[src/rtl/prelude_uart_tx_if.sv]
// Write port from the prelude core's I/O register into the UART transmitter.
// The core side drives the strobe and byte; the transmitter only listens.
interface prelude_uart_tx_if;
   logic       rio_we;
   logic [7:0] rio_data;

   modport master (
      output rio_we,
      output rio_data
   );

   modport slave (
      input rio_we,
      input rio_data
   );
endinterface

[src/rtl/prelude_uart_tx.sv]
// 8N1 UART transmitter fed by a small FIFO of bytes written to the core's I/O register.
// Frames are sent back to back while the FIFO has data; status flags are all registered.
module prelude_uart_tx #(
   parameter int CLK_HZ     = 27_000_000,
   parameter int BAUD       = 115_200,
   parameter int FIFO_DEPTH = 4
) (
   input  logic                                 clk,
   input  logic                                 reset,
   prelude_uart_tx_if.slave                     rio,
   output logic                                 tx,
   output logic                                 busy,
   output logic                                 empty,
   output logic                                 full,
   output logic [$clog2(FIFO_DEPTH+1)-1:0]      level,
   output logic                                 overflow
);
   localparam int CLKS_PER_BIT = CLK_HZ / BAUD;
   localparam int CW           = $clog2(CLKS_PER_BIT);
   localparam int AW           = $clog2(FIFO_DEPTH);
   localparam int LW           = $clog2(FIFO_DEPTH + 1);

   localparam logic [CW-1:0] BAUD_LAST = CW'(CLKS_PER_BIT - 1);
   localparam logic [LW-1:0] LVL_FULL  = LW'(FIFO_DEPTH);

   typedef enum logic [1:0] {
      S_IDLE,
      S_START,
      S_DATA,
      S_STOP
   } state_t;

   // FIFO storage and bookkeeping
   logic [7:0]    r_mem [FIFO_DEPTH];
   logic [AW-1:0] r_wr_ptr;
   logic [AW-1:0] r_rd_ptr;
   logic [LW-1:0] r_level;
   logic          r_empty;
   logic          r_full;
   logic          r_overflow;

   // Serialiser state
   state_t        r_state;
   logic [CW-1:0] r_baud_cnt;
   logic [2:0]    r_bit_idx;
   logic [7:0]    r_shift;
   logic          r_tx;
   logic          r_busy;

   state_t        w_state_next;
   logic [CW-1:0] w_baud_next;
   logic [2:0]    w_bit_next;
   logic [7:0]    w_shift_next;
   logic          w_tx_next;
   logic          w_busy_next;
   logic          w_pop;
   logic          w_push;
   logic          w_baud_last;
   logic [7:0]    w_head;
   logic [LW-1:0] w_level_next;

   // full is the registered flag, so a pop on the same edge never rescues a write
   assign w_push      = rio.rio_we && !r_full;
   assign w_baud_last = (r_baud_cnt == BAUD_LAST);
   assign w_head      = r_mem[r_rd_ptr];

   always_comb begin
      w_level_next = r_level;
      case ({w_push, w_pop})
         2'b10:   w_level_next = r_level + 1'b1;
         2'b01:   w_level_next = r_level - 1'b1;
         default: w_level_next = r_level;
      endcase
   end

   always_ff @(posedge clk) begin
      if (w_push) begin
         r_mem[r_wr_ptr] <= rio.rio_data;
      end
   end

   always_ff @(posedge clk) begin
      if (reset) begin
         r_wr_ptr   <= '0;
         r_rd_ptr   <= '0;
         r_level    <= '0;
         r_empty    <= 1'b1;
         r_full     <= 1'b0;
         r_overflow <= 1'b0;
      end else begin
         if (w_push) begin
            r_wr_ptr <= r_wr_ptr + 1'b1;
         end
         if (w_pop) begin
            r_rd_ptr <= r_rd_ptr + 1'b1;
         end
         r_level <= w_level_next;
         r_empty <= (w_level_next == '0);
         r_full  <= (w_level_next == LVL_FULL);
         if (rio.rio_we && r_full) begin
            r_overflow <= 1'b1;
         end
      end
   end

   always_ff @(posedge clk) begin
      if (reset) begin
         r_state    <= S_IDLE;
         r_baud_cnt <= '0;
         r_bit_idx  <= '0;
         r_shift    <= '0;
         r_tx       <= 1'b1;
         r_busy     <= 1'b0;
      end else begin
         r_state    <= w_state_next;
         r_baud_cnt <= w_baud_next;
         r_bit_idx  <= w_bit_next;
         r_shift    <= w_shift_next;
         r_tx       <= w_tx_next;
         r_busy     <= w_busy_next;
      end
   end

   // tx/busy are computed one cycle ahead so the line is driven straight from a flop
   always_comb begin
      w_state_next = r_state;
      w_baud_next  = r_baud_cnt;
      w_bit_next   = r_bit_idx;
      w_shift_next = r_shift;
      w_tx_next    = r_tx;
      w_busy_next  = r_busy;
      w_pop        = 1'b0;

      case (r_state)
         S_IDLE: begin
            w_tx_next   = 1'b1;
            w_busy_next = 1'b0;
            if (!r_empty) begin
               w_pop        = 1'b1;
               w_shift_next = w_head;
               w_baud_next  = '0;
               w_state_next = S_START;
               w_tx_next    = 1'b0;
               w_busy_next  = 1'b1;
            end
         end

         S_START: begin
            if (w_baud_last) begin
               w_baud_next  = '0;
               w_bit_next   = '0;
               w_state_next = S_DATA;
               w_tx_next    = r_shift[0];
            end else begin
               w_baud_next = r_baud_cnt + 1'b1;
            end
         end

         S_DATA: begin
            if (w_baud_last) begin
               w_baud_next  = '0;
               w_shift_next = {1'b0, r_shift[7:1]};
               if (r_bit_idx == 3'd7) begin
                  w_state_next = S_STOP;
                  w_tx_next    = 1'b1;
               end else begin
                  w_bit_next = r_bit_idx + 1'b1;
                  w_tx_next  = r_shift[1];
               end
            end else begin
               w_baud_next = r_baud_cnt + 1'b1;
            end
         end

         S_STOP: begin
            if (w_baud_last) begin
               w_baud_next = '0;
               if (!r_empty) begin
                  w_pop        = 1'b1;
                  w_shift_next = w_head;
                  w_state_next = S_START;
                  w_tx_next    = 1'b0;
                  w_busy_next  = 1'b1;
               end else begin
                  w_state_next = S_IDLE;
                  w_tx_next    = 1'b1;
                  w_busy_next  = 1'b0;
               end
            end else begin
               w_baud_next = r_baud_cnt + 1'b1;
            end
         end

         default: begin
            w_state_next = S_IDLE;
            w_tx_next    = 1'b1;
            w_busy_next  = 1'b0;
         end
      endcase
   end

   assign tx       = r_tx;
   assign busy     = r_busy;
   assign empty    = r_empty;
   assign full     = r_full;
   assign level    = r_level;
   assign overflow = r_overflow;
endmodule

[src/flat_wrapper.sv]
// flat-port wrapper written by rule: the top's interface ports become plain ports
module prelude_uart_tx_flat 
#(
   parameter int CLK_HZ     = 27_000_000,
   parameter int BAUD       = 115_200,
   parameter int FIFO_DEPTH = 4
)
  (clk, reset, tx, busy, empty, full, level, overflow, rio_rio_we, rio_rio_data);
  prelude_uart_tx_if rio_i ();
  input  logic clk;
  input  logic reset;
  output logic tx;
  output logic busy;
  output logic empty;
  output logic full;
  output logic [$clog2(FIFO_DEPTH+1)-1:0] level;
  output logic overflow;
  input wire logic [$bits(rio_i.rio_we)-1:0] rio_rio_we;
  input wire logic [$bits(rio_i.rio_data)-1:0] rio_rio_data;
  assign rio_i.rio_we = rio_rio_we;
  assign rio_i.rio_data = rio_rio_data;
  prelude_uart_tx #(.CLK_HZ(CLK_HZ), .BAUD(BAUD), .FIFO_DEPTH(FIFO_DEPTH)) u_core (.clk(clk), .reset(reset), .rio(rio_i), .tx(tx), .busy(busy), .empty(empty), .full(full), .level(level), .overflow(overflow));
endmodule
[config.mk]
export PLATFORM = sky130hd
export DESIGN_NAME = prelude_uart_tx_flat
export DESIGN_NICKNAME = d
export VERILOG_FILES = /design/src/rtl/prelude_uart_tx_if.sv /design/src/rtl/prelude_uart_tx.sv /design/src/flat_wrapper.sv
export SDC_FILE = /design/constraint.sdc
export NUM_CORES = 1
export LEC_CHECK = 0
export ABC_AREA = 1
export CORE_MARGIN = 2
export CORE_UTILIZATION = 53
export CTS_CLUSTER_SIZE = 8
export DETAILED_ROUTE_END_ITERATION = 16
export GPL_TIMING_DRIVEN = 0
export PLACE_DENSITY = 0.75
export SLEW_MARGIN = 10
export SYNTH_ARGS = -nofsm -noshare
export SYNTH_HDL_FRONTEND = slang
export SYNTH_SLANG_ARGS = --single-unit
export TNS_END_PERCENT = 100
[constraint.sdc]
create_clock -name clk -period 2.4 [get_ports clk]
set_input_delay 0.6 -clock clk [delete_from_list [all_inputs] [get_ports clk]]
set_output_delay 0.6 -clock clk [all_outputs]
set_load 0.02 [all_outputs]
==> Word level (Yosys, flattened, before mapping) <==
Memory sizes are Yosys's and may differ from the RTL's. A register that Yosys moved wholly into a read port is not among the register bits.
Index checks and enable logic that the tools add are counted.
W data, S select, Z words.
{ "totals": {"regBits": 33, "ramBits": 32, "in_bits": 11, "out_inout_bits": 8, "word_cells": 81, "memories": 1} }
{ "classes": {"add_sub_neg": 6, "n_eq_ne": 14, "n_mux": 34, "n_reduce_logical": 14} }
{ "memory_table": {"columns": ["name", "depth", "word_bits", "rd", "rd_clocked_by_memory_dff", "wr", "line", "rtl"], "rows": [
  ["u_core.r_mem", 4, 8, 1, 1, 1, "prelude_uart_tx.sv:34", "logic [7:0] r_mem [FIFO_DEPTH];"]
]} }
{ "ops": {"columns": ["op", "count"], "rows": [
  ["$mux W8", 5],
  ["$pmux W8 S3", 1],
  ["$pmux W8 S2", 1],
  ["$mux W2", 7],
  ["$pmux W3 S2", 2],
  ["$mux W1", 11],
  ["$mux W3", 3],
  ["$add A8 B1 Y8 const B", 1],
  ["$eq A8 B8 Y1 const B", 1],
  ["$ne A2 B1 Y1 const B", 4],
  ["$pmux W2 S4", 1],
  ["$add A3 B1 Y3 const B", 2],
  ["$eq A2 B2 Y1 const B", 3],
  ["$eq A3 B3 Y1 const B", 2],
  ["$reduce_and A3 Y1", 2],
  ["$reduce_and A5 Y1", 1],
  ["$add A2 B1 Y2 const B", 2],
  ["$eq A2 B1 Y1 const B", 2],
  ["$ne A2 B2 Y1 const B", 2],
  ["$pmux W1 S2", 2],
  ["$pmux W1 S4", 1],
  ["$reduce_and A4 Y1", 1],
  ["$reduce_bool A2 Y1", 2],
  ["$logic_not A3 Y1", 1],
  ["other kinds (7)", 8]
]} }

==> Depth between registers and ports, before layout <==
{ "depth": {"depth_word": 6, "mapped_depth": 13} }

==> Worst setup path before layout <==
OpenSTA, ideal clock, no wires.
{ "synth_path": {"path_kind": "reg-to-reg", "startpoint": "reg u_core.r_state[0]", "endpoint": "reg u_core.r_empty (netlist: u_core.empty)", "t_arrival_ns": 2.174, "path_slack_ns": 0.151, "stages_incl_launch_ff": 11, "path_buffers": 0, "synth_period_minus_slack_ns": 2.249, "path_cell_list": "dfxtp_1 > inv_1 > ha_1 > nor3_1 > nand3_1 > nand2_1 > ha_1 > fa_1 > mux2i_1 > nand2_1 > o21ai_0"} }
{ "synth_between": {"elab_chain_cells": 5} }
{ "synth_rtl": {"columns": ["element", "line", "rtl"], "rows": [
  ["start, declared", "prelude_uart_tx.sv:43", "state_t r_state;"],
  ["start signal, assigned", "prelude_uart_tx.sv:115", "r_state <= w_state_next;"],
  ["$eq A2 B2 Y1 / $logic_not A2 Y1 (equally long branches)", "prelude_uart_tx.sv:134", "case (r_state)"],
  ["$pmux W1 S2 (*)", "prelude_uart_tx.sv:134", null],
  ["$eq A2 B1 Y1 / $eq A2 B2 Y1 (equally long branches)", "prelude_uart_tx.sv:69", "case ({w_push, w_pop})"],
  ["$pmux W3 S2 (*)", "prelude_uart_tx.sv:69", null],
  ["$logic_not A3 Y1 (*)", "prelude_uart_tx.sv:98", "r_empty <= (w_level_next == '0);"],
  ["end signal, assigned", "prelude_uart_tx.sv:98", null],
  ["end, declared", "prelude_uart_tx.sv:38", "logic r_empty;"]
]} }
Every way passes the cells marked *; elsewhere a longest branch is shown, timed or not.
A chain may end at the register's enable or synchronous reset.

==> Worst setup path in the final report <==
{ "layout_path": {"startpoint": "reg u_core.r_state[0]", "endpoint": "reg u_core.r_full (netlist: u_core.full)"} }
{ "layout_between": {"elab_chain_cells": 5} }
{ "layout_rtl": {"columns": ["element", "line", "rtl"], "rows": [
  ["$eq A2 B2 Y1 / $logic_not A2 Y1 (equally long branches)", "prelude_uart_tx.sv:134", null],
  ["$pmux W1 S2 (*)", "prelude_uart_tx.sv:134", null],
  ["$eq A2 B1 Y1 / $eq A2 B2 Y1 (equally long branches)", "prelude_uart_tx.sv:69", null],
  ["$pmux W3 S2 (*)", "prelude_uart_tx.sv:69", null],
  ["$eq A3 B3 Y1 (*)", "prelude_uart_tx.sv:99", "r_full <= (w_level_next == LVL_FULL);"],
  ["end signal, assigned", "prelude_uart_tx.sv:99", null],
  ["end, declared", "prelude_uart_tx.sv:39", "logic r_full;"]
]} }
Marked as above.

==> summary.md <==
| Metric | Value |
|---|---|
| Post-synth top cells | 128 x nand2_1, 48 x inv_1, 44 x nor2_1, 35 x dfxtp_1, 32 x edfxtp_1 |
| GRT Total Usage | roughly a fifth |
| Post-synth net total | around 410 |
| Max_cap viols | 0 |
| Part of the cycle the worst path needs | 92.7% |
| Synthesized area per cell | 8.26 µm² |
| Unrepaired setup endpoints after global routing | false |
| Initial Utilization | a little over half |
| Crit path DAT | 2490 ps |
| Synth top area share | a little under a third |
| Clock share of power | about 22% |
| Cell taking the most area after synthesis | edfxtp_1 |
| Die height | just over 80 µm |
| F_max | 450 MHz |
| Comb power frac | 40.5% |
| Sw frac | 37.5% |
| Mapped Area | 0.00316 mm² |
| Post-synthesis sequential area ratio | 52.7% |
| Overflow after GRT | 0 |
| Dominant combinational cell family by area after synthesis | simple AND/OR/NAND/NOR gates |
| H-tree Lvls | 3 |
| Leakage power | 1.63 nW |
| Area contributors post-synth | edfxtp_1 30%, dfxtp_1 22%, nand2_1 15%, ha_1 5.9%, inv_1 5.7% |
| Largest net degree at the start of global routing | 12 |
| Post-synth EDFFs | 32 |
| Clk_lat worst skew | 330 ps |
| Pwr dens | 1100 mW/mm² |
| Post-CTS Hold Buffers | 0 |
| Slew @ Worst Pin | 822 ps |
| Fin Clk Skew | 13.6 ps |
| Ant. Diodes | 0 |
| Floorplan core area | 0.00585 mm² |
| Vias in the first global route | 2325 |
| Switching pwr | 1.52 mW |
| Pint | 2.53 mW |
| Post-Synth XOR/XNOR Area | 0.833% |
| Status | finished, final reports clean |
| Worst Path Required | 2660 ps |
| Post-synth cell types | 30 |
| # IOs | 19 |
| Port-buffer cells | 18 |
| Total Power Consumption | 4.06 mW |
| Setup CP Type | reg -> reg |
| Total die area | 0.00659 mm² |
| First-pass GRT wire length | 10200 µm |
| Initial DRT Pass Iterations | 4 |
| Share of cells above drive strength 1 | 10.3% |
| Root buf cell | clkbuf_8 |
| Avg WL per Cell | 12.4 µm |
| Pins Over Slew Limit | 0 |
| DR DRC count | 0 |
| Slew HR | 45.0% |
| Async set-or-reset flop fraction in the synthesized netlist | 0% |
| Num rows | 28 |
| Compound-gate portion of the synthesized area | 5.59% |
| Drt first-iter violations | 129 |
| Crit-path max FO | 6 |
| Mapped Cells | 382 |
| Ys Warns | 0 |
| Synth Register Bits | 67 |
| Fin nets | 441 |
| Post-Synth Simple-Gate Area | 26.1% |
| Initial antenna violation count | 0 |
| Peak supply drop | 0.000760 V |
| Total wire length | 6120 µm |
| GPL Wtd Cong | 0.828 |
| Via count | around 2400 |
| Sequential power share | approximately 38% |
| Clock transition at the registers of the reported paths | 70 ps |
| Vias per cell | between 4 and 5 |
| Element type at the critical path end | flop |
| Post-Synth Adder-Cell Area | under 10% |
| Clock sinks | 67 |
| Tightest Hold Check Type | reg -> reg |
| Synth Flop Type | dfxtp_1 |
| Area grow syn2layout | 16.5% |
| # setup viols final | 0 |
| CTS tree | yes |
| Final HPWL DP | around 4200 µm |
| Final Hold Fails | 0 |
| Period minus WS final | roughly 2200 ps |
| Clk buf depth | 2 |
| Setup TNS | 0 ps |
| Count leader, synth | nand2_1 |
| Chip Width | 81.2 µm |
| ANT nets after route | 0 |
| Nature of the critical path startpoint | flop |
| Number of buffers created by CTS | 9 |
| Post-synthesis mux area share | 0.317% |
## final timing paths
kind	depth (start not counted)	slack (ps)	from	to
min reg2reg	2	470	u_core.r_bit_idx[1]	u_core.r_bit_idx[1]
min	2	470	u_core.r_bit_idx[1]	u_core.r_bit_idx[1]
max	12	180	u_core.r_state[0]	u_core.full
max reg2reg	12	180	u_core.r_state[0]	u_core.full
## cell type report
type / count / area (µm²)
clock buffer: 13 / 139
timing repair buffer: 21 / 203
inverter: 52 / 195
clock inverter: 3 / 42.5
sequential: 67 / 1670
fill: 502 / 2170
buffer: 9 / 53.8
tap: 75 / 93.8
multi-input combinational: 254 / 1280
## logic make-up after synthesis
kind of cell    count (synthesis)
compound gates                 31
fa+ha+maj                      16
flops                          67
xor+xnor                        3
simple gates                  203
mux                             1
buf+inv                        61
## stage by stage
stage               cells  hold slack, ps  setup slack [ps]  util [%]  cell area, µm²
floorplan             382             448               151         -            3160
global placement      475             454              -370      58.6            3430
detailed placement    475             465              -411      58.6            3430
CTS                   492             474              1.49      62.2            3640
global route          494             485              4.93      62.8            3680
finish                494             475               176      62.8            3680
## power groups by stage
stage | Sequential (mW) | Clock [mW] | Combinational (mW)
finish | 1.54 | 0.876 | 1.64
global route | 1.56 | 0.938 | 1.88
CTS | 1.53 | 0.891 | 1.59
detailed placement | 1.55 | 0 | 1.52
global placement | 1.54 | 0 | 1.48
floorplan | 1.58 | 0 | 1.07
## sequential cells by signal, indices dropped and copies added (netlist names), named ones only
name and cells:
u_core.r_mem 32, u_core.r_baud_cnt 8, u_core.r_shift 8, u_core.level 3
u_core.r_bit_idx 3, u_core.r_rd_ptr 2, u_core.r_state 2, u_core.r_wr_ptr 2
u_core.busy 1, u_core.empty 1, u_core.full 1, u_core.overflow 1
u_core.tx 1
## critical path, cell delays in order (launching register included)
cell     delay (ps)
dfxtp_4         380
inv_2            70
ha_4            280
nor3_1           50
nand3_1          90
nand2_2         110
ha_4            190
fa_1            410
a21oi_2         140
o21ai_1          90
xor2_1          180
nand2_1          90
nor2_1           90
## per-layer routing
layer	vias up	track usage [%]	part of all wire, %
met5	-	0	0
met1	1130	24.1	44
li1	1268	-	-
met4	0	7.12	0.69
met3	4	3.33	4.1
met2	44	36.9	51
## layout by cell type, fill, tap and decap left out, drive strengths merged
cell	Yosys	final
a21oi	20	20
a31oi	1	1
and3	1	1
buf	7	10
bufinv	0	1
clkbuf	2	15
clkdlybuf4s50	0	18
clkinv	1	1
clkinvlp	0	1
dfxtp	35	35
edfxtp	32	32
fa	1	1
ha	15	15
inv	51	52
mux2i	1	1
nand2	131	131
nand3	21	21
nand4	1	1
nor2	46	46
nor3	3	3
o211ai	1	1
o21a	1	1
o21ai	8	8
xor2	3	3
## what timing repair did
action	4_1_cts	5_1_grt
gates resized for setup	6	9
endpoints found under the setup margin	4	4
buffers inserted	1	2
pin swaps	0	2
Power figures use the tool's default switching activity.
